### src/rtl/rf_pkg.sv
// Shared constants, FSM state type, instruction payload and address helpers
// for the register-file operand-fetch stage.
package rf_pkg;

   localparam int unsigned ADDR_W   = 16;
   localparam int unsigned DATA_W   = 64;
   localparam int unsigned OP_W     = 8;
   localparam int unsigned RF_DEPTH = 12;
   localparam int unsigned IDX_W    = 4;

   localparam logic [ADDR_W-1:0] RF_BASE = 16'h0100;
   localparam logic [ADDR_W-1:0] RF_END  = RF_BASE + ADDR_W'(RF_DEPTH);

   typedef enum logic [1:0] {
      IDLE,
      HAZARD,
      READ,
      ISSUE
   } state_t;

   typedef struct packed {
      logic [OP_W-1:0]   op;
      logic [ADDR_W-1:0] dst;
      logic [ADDR_W-1:0] src1;
      logic [ADDR_W-1:0] src2;
   } instr_t;

   function automatic logic in_range(input logic [ADDR_W-1:0] addr);
      return (addr >= RF_BASE) && (addr < RF_END);
   endfunction

   function automatic logic [IDX_W-1:0] addr_to_idx(input logic [ADDR_W-1:0] addr);
      return IDX_W'(addr - RF_BASE);
   endfunction

endpackage

### src/rtl/rf_scoreboard.sv
// Busy-bit scoreboard: one bit per register marks a result still in flight.
// Hazard queries see this cycle's write-back already retired.
import rf_pkg::*;

module rf_scoreboard (
   input  logic                clk,
   input  logic                reset_n,
   input  logic                set_en,
   input  logic [IDX_W-1:0]    set_idx,
   input  logic                clr_en,
   input  logic [IDX_W-1:0]    clr_idx,
   input  logic [IDX_W-1:0]    q_idx1,
   input  logic [IDX_W-1:0]    q_idx2,
   output logic                hazard_c,
   output logic [RF_DEPTH-1:0] busy
);

   localparam int unsigned SPAN = 2 ** IDX_W;

   logic [RF_DEPTH-1:0] set_mask;
   logic [RF_DEPTH-1:0] clr_mask;
   logic [RF_DEPTH-1:0] live;
   logic [SPAN-1:0]     live_ext;

   // Zero-extended view keeps lookups with unused index codes safe.
   always_comb begin
      set_mask = '0;
      clr_mask = '0;
      if (set_en) set_mask = RF_DEPTH'(1) << set_idx;
      if (clr_en) clr_mask = RF_DEPTH'(1) << clr_idx;
      live     = busy & ~clr_mask;
      live_ext = SPAN'(live);
      hazard_c = live_ext[q_idx1] | live_ext[q_idx2];
   end

   // Clear first, then set, so an issue on the write-back edge stays busy.
   always_ff @(posedge clk) begin
      if (!reset_n) busy <= '0;
      else          busy <= live | set_mask;
   end

endmodule

### src/rtl/rf_operand_fetch.sv
// Operand-fetch stage: hazard-checks a decoded instruction against the busy
// scoreboard, reads both sources from the register file and hands them to execute.
import rf_pkg::*;

module rf_operand_fetch (
   input  logic              clk,
   input  logic              reset_n,
   input  logic              i_valid,
   output logic              i_ready,
   input  logic [OP_W-1:0]   i_op,
   input  logic [ADDR_W-1:0] i_dst,
   input  logic [ADDR_W-1:0] i_src1,
   input  logic [ADDR_W-1:0] i_src2,
   output logic [ADDR_W-1:0] R_addr2,
   output logic [ADDR_W-1:0] R_addr3,
   input  logic [DATA_W-1:0] rData,
   input  logic [DATA_W-1:0] rData2,
   input  logic              wb_we,
   input  logic [ADDR_W-1:0] wb_addr,
   output logic              o_valid,
   input  logic              o_ready,
   output logic [OP_W-1:0]   o_op,
   output logic [ADDR_W-1:0] o_dst,
   output logic [DATA_W-1:0] o_a,
   output logic [DATA_W-1:0] o_b,
   output logic              err_addr
);

   state_t           state;
   instr_t           instr_q;
   logic [IDX_W-1:0] q_idx1;
   logic [IDX_W-1:0] q_idx2;
   logic             hazard_c;
   logic             req_ok_c;
   logic             set_en;
   logic             clr_en;
   logic [RF_DEPTH-1:0] busy;

   assign o_op  = instr_q.op;
   assign o_dst = instr_q.dst;

   assign req_ok_c = in_range(i_dst) && in_range(i_src1) && in_range(i_src2);
   assign set_en   = (state == ISSUE) && o_ready;
   assign clr_en   = wb_we && in_range(wb_addr);

   // In IDLE the offered sources are checked so a clean accept goes straight to READ.
   assign q_idx1 = (state == IDLE) ? addr_to_idx(i_src1) : addr_to_idx(instr_q.src1);
   assign q_idx2 = (state == IDLE) ? addr_to_idx(i_src2) : addr_to_idx(instr_q.src2);

   rf_scoreboard u_sb (
      .clk      (clk),
      .reset_n  (reset_n),
      .set_en   (set_en),
      .set_idx  (addr_to_idx(instr_q.dst)),
      .clr_en   (clr_en),
      .clr_idx  (addr_to_idx(wb_addr)),
      .q_idx1   (q_idx1),
      .q_idx2   (q_idx2),
      .hazard_c (hazard_c),
      .busy     (busy)
   );

   always_ff @(posedge clk) begin
      if (!reset_n) begin
         state    <= IDLE;
         i_ready  <= 1'b1;
         instr_q  <= '0;
         R_addr2  <= RF_BASE;
         R_addr3  <= RF_BASE;
         o_valid  <= 1'b0;
         o_a      <= '0;
         o_b      <= '0;
         err_addr <= 1'b0;
      end else begin
         err_addr <= 1'b0;
         case (state)
            IDLE: begin
               if (i_valid) begin
                  if (!req_ok_c) begin
                     err_addr <= 1'b1;
                  end else begin
                     instr_q <= '{op: i_op, dst: i_dst, src1: i_src1, src2: i_src2};
                     i_ready <= 1'b0;
                     if (hazard_c) begin
                        state <= HAZARD;
                     end else begin
                        state   <= READ;
                        R_addr2 <= i_src1;
                        R_addr3 <= i_src2;
                     end
                  end
               end
            end
            HAZARD: begin
               if (!hazard_c) begin
                  state   <= READ;
                  R_addr2 <= instr_q.src1;
                  R_addr3 <= instr_q.src2;
               end
            end
            READ: begin
               o_a     <= rData;
               o_b     <= rData2;
               o_valid <= 1'b1;
               state   <= ISSUE;
            end
            ISSUE: begin
               if (o_ready) begin
                  o_valid <= 1'b0;
                  i_ready <= 1'b1;
                  state   <= IDLE;
               end
            end
            default: state <= IDLE;
         endcase
      end
   end

endmodule

### config.mk
export PLATFORM = sky130hd
export DESIGN_NAME = rf_operand_fetch
export DESIGN_NICKNAME = d
export VERILOG_FILES = /design/src/rtl/rf_pkg.sv /design/src/rtl/rf_scoreboard.sv /design/src/rtl/rf_operand_fetch.sv
export SDC_FILE = /design/constraint.sdc
export NUM_CORES = 1
export LEC_CHECK = 0
export BUFFER_PORTS_ARGS = -buffer_cell sky130_fd_sc_hd__clkbuf_2
export CAP_MARGIN = 20
export CELL_PAD_IN_SITES_DETAIL_PLACEMENT = 1
export CELL_PAD_IN_SITES_GLOBAL_PLACEMENT = 2
export CORE_MARGIN = 4
export CORE_UTILIZATION = 26
export CTS_BUF_LIST = sky130_fd_sc_hd__clkbuf_16
export CTS_CLUSTER_SIZE = 40
export DETAILED_ROUTE_END_ITERATION = 16
export HOLD_SLACK_MARGIN = 0.02
export PLACE_DENSITY_LB_ADDON = 0.15
export SLEW_MARGIN = 20
export SYNTH_ARGS = -nofsm -noshare
export SYNTH_HDL_FRONTEND = slang
export SYNTH_SLANG_ARGS = --single-unit
### constraint.sdc
create_clock -name clk -period 2.7 [get_ports clk]
set_input_delay 0 -clock clk [delete_from_list [all_inputs] [get_ports clk]]
set_output_delay 0 -clock clk [all_outputs]
set_load 0.01 [all_outputs]
# ---- Word-level counts from Yosys, hierarchy flattened
# Index checks and enable logic that the tools add are counted.
dict set report word_totals {
  ramBits 0
  mem_count 0
  regBits 233
  out_inout_bits 187
  input_bits 205
  mem_bits_ro 0
  latch_bits 0
}
dict set report classes {
  n_reduce_logical 18
  n_div 0
  n_shift 2
  add_sub_neg 6
  eq_ne 8
  mul 0
  n_mux 31
  n_lt_le_gt_ge 10
  bitwise 4
}
# operator count
set op_table {}
lappend op_table {{two-way mux 16 bit} 8}
lappend op_table {{>= comparator 16 x 9 -> 1 bit (second input constant)} 4}
lappend op_table {{less-than comparator 16 x 9 -> 1 bit (second input constant)} 4}
lappend op_table {{case mux 16 bit (2 select lines)} 2}
lappend op_table {{two-way mux 12 bit} 2}
lappend op_table {{left shift 1 x 4 -> 12 bit (first input constant)} 2}
lappend op_table {{subtractor 4 x 1 -> 4 bit (second input constant)} 6}
lappend op_table {{AND 12 bit} 1}
lappend op_table {{NOT 12 bit} 1}
lappend op_table {{OR 12 bit} 1}
lappend op_table {{less-than comparator 4 x 5 -> 1 bit (second input constant)} 2}
lappend op_table {{two-way mux 2 bit} 5}
lappend op_table {{!= test 2 bit (second input constant)} 5}
lappend op_table {{binary-select mux 1 bit (select 4 bit)} 2}
lappend op_table {{logical AND 1 bit} 8}
lappend op_table {{two-way mux 4 bit} 2}
lappend op_table {{case mux 2 bit (4 select lines)} 1}
lappend op_table {{AND reduction 4 bit} 2}
lappend op_table {{two-way mux 1 bit} 7}
lappend op_table {{AND reduction 3 bit} 2}
lappend op_table {{nonzero test 2 bit} 3}
lappend op_table {{AND reduction 5 bit} 1}
lappend op_table {{equality test 2 bit (second input constant)} 2}
lappend op_table {{case mux 1 bit (2 select lines)} 2}
lappend op_table {{other kinds (4)} 4}

# ---- Logic depth before layout (Yosys ltp)
dict set report logic_depth {
  depth_word 13
  depth_mapped 12
}

# ---- By module
# A second synthesis with hierarchy kept.
dict set report unflattened {
  cells_unflattened 965
  hier_area_um2 9748.1
}
# module cells_each seq_area_each_um2 n_inst area_per_inst_um2
set by_module_without_submodules {}
lappend by_module_without_submodules {rf_operand_fetch 852 4424.2 1 8858.5}
lappend by_module_without_submodules {rf_scoreboard 113 240.2 1 889.6}

# ---- Least setup slack after synthesis
# No wires, ideal clock.
dict set report synth_timing {
  path_kind {register -> register}
  from {reg state[0]}
  to {reg R_addr2[0]}
  setup_slack_ns 0.077
  t_required_ns 2.580
  period_less_slack_ns 2.623
  setup_time_ns 0.120
  path_buffers 3
  arrival_ns 2.503
  stages_incl_launch_ff 13
  cell_sequence {dfxtp_1 > inv_1 > ha_1 > buf_6 > mux2i_1 > buf_2 > mux2_2 > a31oi_1 > a31o_1 > o2111a_1 > nand2_4 > buf_6 > mux2i_1}
}
dict set report synth_between {
  elab_chain_cells 7
  word_cells_on_any_way 16
  classes_between {5 x eq/ne; 7 x mux; 1 x bitwise; 3 x reduce/logical}
}
# item line_no
set synth_rtl {}
lappend synth_rtl {{from (decl)} rf_operand_fetch.sv:29} ;# state_t state;
lappend synth_rtl {{from (signal assigned)} rf_operand_fetch.sv:65} ;# state <= IDLE;
lappend synth_rtl {{from (signal assigned)} rf_operand_fetch.sv:85} ;# state <= HAZARD;
lappend synth_rtl {{from (signal assigned)} rf_operand_fetch.sv:87} ;# state <= READ;
lappend synth_rtl {{zero test 2 bit} {rf_operand_fetch.sv:47, rf_operand_fetch.sv:48, rf_operand_fetch.sv:76}}
lappend synth_rtl {{two-way mux 4 bit (on tied branches)} {rf_operand_fetch.sv:47, rf_operand_fetch.sv:48}}
lappend synth_rtl {{binary-select mux 1 bit (select 4 bit)} rf_scoreboard.sv:33} ;# hazard_c = live_ext[q_idx1] | live_ext[q_idx2];
lappend synth_rtl {{two-way mux 1 bit (implied by the code)} rf_scoreboard.sv:33}
lappend synth_rtl {{OR 1 bit} rf_scoreboard.sv:33}
lappend synth_rtl {{!= test 2 bit (no line)} n/a}
lappend synth_rtl {{AND reduction 5 bit (no line)} n/a}
lappend synth_rtl {{to (signal assigned)} rf_operand_fetch.sv:88} ;# R_addr2 <= i_src1;
lappend synth_rtl {{to (signal assigned)} rf_operand_fetch.sv:97} ;# R_addr2 <= instr_q.src1;
lappend synth_rtl {{to (decl)} rf_operand_fetch.sv:14} ;# output logic [ADDR_W-1:0] R_addr2,
# Several ways; a longest one is shown, not always the timed one. The select of a mux whose other input is x is not followed.
# A chain may end at the register's enable or synchronous reset.

# ---- Worst setup path in the final report
dict set report layout_timing {
  from {reg state[0]}
  to {reg R_addr2[4]}
}
# Same word-level chain as after synthesis.

==> reports/qor.csv <==
metric,value,unit
overflow,0,
first_pass_iters,4,
hold_viol,0,
final_cell_mix,"clkbuf_2 (390), dfxtp_1 (232), dlygate4sd3_1 (204)",
crit_required,3.14,ns
synthMuxAreaShare,0.222,
wl_per_cell,18.2,µm
drive_gt1_frac,0.339,
syn_to_final_growth,56.2,%
cts.clk_slew.worst_paths,0.05,ns
synthSimpleGateAreaFrac,0.195,
core.rowCount,71,
worst_hold_slack,0.0788,ns
drc,0,
rr_worst_depth,11,
hp-class,input port to flop,
syn-num-nets,1199,
rsz0062_at_grt,true,
pwr-share-seq,0.353,
power,11.6,mW
status,finished clean,
relSlewSlack,0.532,
fmax,381,MHz
synth-edff-count,0,
drv_slew,0,
fin_nets,1779,
io_pins,392,
path_cells,inv_2 -> ha_4 -> buf_12 -> or4_4 -> a221oi_2 -> a21oi_1 -> or3b_4 -> o2111ai_4 -> nand2_4 -> buf_16 -> mux2i_2,
dpl-instance-area,12600,µm²
avgSynthCellArea,10.1,µm²
critical_path_arrival,3.06,ns
ir_worst_vdd,0.000445,V
port_buffers,391,
grt_pass1_vias,10300,
core_area,37800,µm²
fillers,4374,
p_sw,3.74,mW
grt_antenna_before_repair,2,
synth_area,10000,µm²
post_drt_via_cell_ratio,4.43,
numCtsBuffers,29,
track_usage,0.176,
routed_wirelength,38300,µm
die_area,41800,µm²
p_clk_frac,0.298,
whs_path_depth,4,
async_reset_ff_frac,0,
start_kind,flop,
yosys.area_share.adder,0.00499,
synth_flop_cell,dfxtp_1,
utilization,0.414,
clock_sinks,233,
drt_iter0_drc,296,
p_sw_frac,0.323,
grt_pass1_wl,59100,µm
period_share,0.973,
ys_seq_area_frac,0.465,
postSynthCellCount,990,
synth_xor_area_frac,0.00262,
fin_skew,0.00837,ns
vias,9312,
postRouteAntennaNets,0,
worst_pin_slew,0.702,ns
p_comb_frac,0.349,
final_common_cell,clkbuf_2,
p_leak,6.97,nW
root_buffer,clkbuf_16,
h-tree-depth,1,
crit_fanout,15,
synth_compound_area_frac,0.0631,
worstSkewPairLatency,0.55,ns
cap_violations,0,
finalSetupViolCount,0,
ys_ff_latch,233,
intPower,7.86,mW
synth_top_family_by_area,multiplexers,
cp_slowest_stage_delay,0.43,ns
die_w,204,µm
slowest_stage,or4_4,
yosys_warnings,0,
path_class,flop to flop,
final_cell_area,15700,µm²
ys_types,56,
initial_core_util,0.265,
period_minus_slack,2.63,ns
fp.dieH,204,µm
cts_buffer_depth,3,
place_congestion,0.779,
crit_path_end_kind,flop,
dp_hpwl,27200,µm
grt_max_degree,95,
cts_tree,yes,
power.density,741,nW/µm²
Yosys cell counts, types with 3 or more instances:
cell type / n / share of area
o22ai_1: 3 / 0.0019
ha_1: 4 / 0.0050
nand2b_1: 8 / 0.0050
a211oi_1: 3 / 0.0022
nand2_1: 114 / 0.043
nor3_1: 8 / 0.0040
buf_6: 4 / 0.0045
inv_1: 4 / 0.0015
mux2i_1: 166 / 0.17
o21a_1: 3 / 0.0022
nand3_1: 7 / 0.0035
buf_4: 24 / 0.018
nor3b_1: 10 / 0.0075
dfxtp_1: 233 / 0.47
a31oi_1: 3 / 0.0019
nor4_1: 7 / 0.0044
nand4_1: 5 / 0.0031
mux4_2: 4 / 0.0090
mux2_2: 38 / 0.043
nor4b_1: 6 / 0.0052
a21oi_1: 12 / 0.0060
buf_1: 5 / 0.0019
o21ai_0: 16 / 0.0080
clkbuf_1: 55 / 0.021
nor2_1: 8 / 0.0030
nor2b_1: 132 / 0.082
a41oi_1: 3 / 0.0026
and3_1: 38 / 0.024
a21boi_0: 31 / 0.023
power by group through the flow:
stage,Clock [mW],Sequential (mW),Combinational (mW)
2_1_floorplan,0,4.32,2.02
3_3_place_gp,0,4.14,3.58
3_5_place_dp,0,4.15,3.62
4_1_cts,3.61,4.10,4.00
5_1_grt,3.73,4.15,4.39
6_report,3.46,4.10,4.04
critical path: cells and delay by family, from the launching register on:
| kind | cells | cell delay [ns] |
|---|---|---|
| AND/OR/NAND/NOR | 3 | 0.98 |
| multiplexers | 1 | 0.15 |
| adder cells (fa/ha/maj) | 1 | 0.17 |
| AO/OA/AOI/OAI | 3 | 0.46 |
| flip-flops | 1 | 0.34 |
| buffers and inverters | 3 | 0.41 |
layer usage:
metal	track usage	part of all wire	vias up	wire, µm
met1	0.205	0.41	4456	15600
li1	-	-	4561	-
met4	0.0495	0.030	0	1130
met5	0	0	-	0
met2	0.317	0.50	236	19200
met3	0.0490	0.062	59	2370
through the flow:
stage | worst slack, ns | setup TNS, ns | cells
5_1_grt | -0.0267 | -0.0645 | 2104
2_1_floorplan | 0.0771 | 0 | 990
4_1_cts | 0.0125 | 0 | 2099
3_5_place_dp | -0.210 | -6.43 | 1840
6_report | 0.0734 | 0 | 2104
3_3_place_gp | -0.0626 | -1.89 | 1840
layout make-up:
type | instances | area, µm² | share of cell area
diodes | 2 | 5.00 | 0.000320
clock buffers | 29 | 726 | 0.0463
clock inverters | 23 | 113 | 0.00719
inverters | 4 | 15.0 | 0.000959
multi-input cells | 663 | 5000 | 0.319
flip-flops and latches | 233 | 4670 | 0.298
well taps | 511 | 639 | 0.0408
repair buffers | 639 | 4500 | 0.287
timing repair:
item / 4_1_cts / 5_1_grt
hold buffers: 204 / 0
endpoints found under the setup margin: 34 / 44
resized for setup: 12 / 17
gates cloned: 1 / 1
endpoints found under the hold margin: 196 / 0
buffers inserted: 2 / 2
pin swaps: 3 / 4
path summary, 6_finish.rpt:
kind	startpoint	end	slack [ns]
setup / recovery	state[0]	R_addr2[4]	0.07
hold / removal	wb_addr[1]	u_sb.busy[8]	0.08
setup reg to reg	state[0]	R_addr2[4]	0.07
hold reg to reg	R_addr2[1]	R_addr2[1]	0.46
kinds of logic after synthesis:
family          Yosys count
buf+inv                  94
simple gates            356
compound gates           90
fa+ha+maj                 4
flops                   233
xor+xnor                  3
mux                     210
sequential cells by signal, indices dropped and copies added (netlist names):
signal and flops:
o_a 64, o_b 64, instr_q 32, R_addr2 16, R_addr3 16, o_dst 16, u_sb.busy 12, o_op 8
state 2, err_addr 1, i_ready 1, o_valid 1
Note: power is estimated with default switching activity, not from simulation.
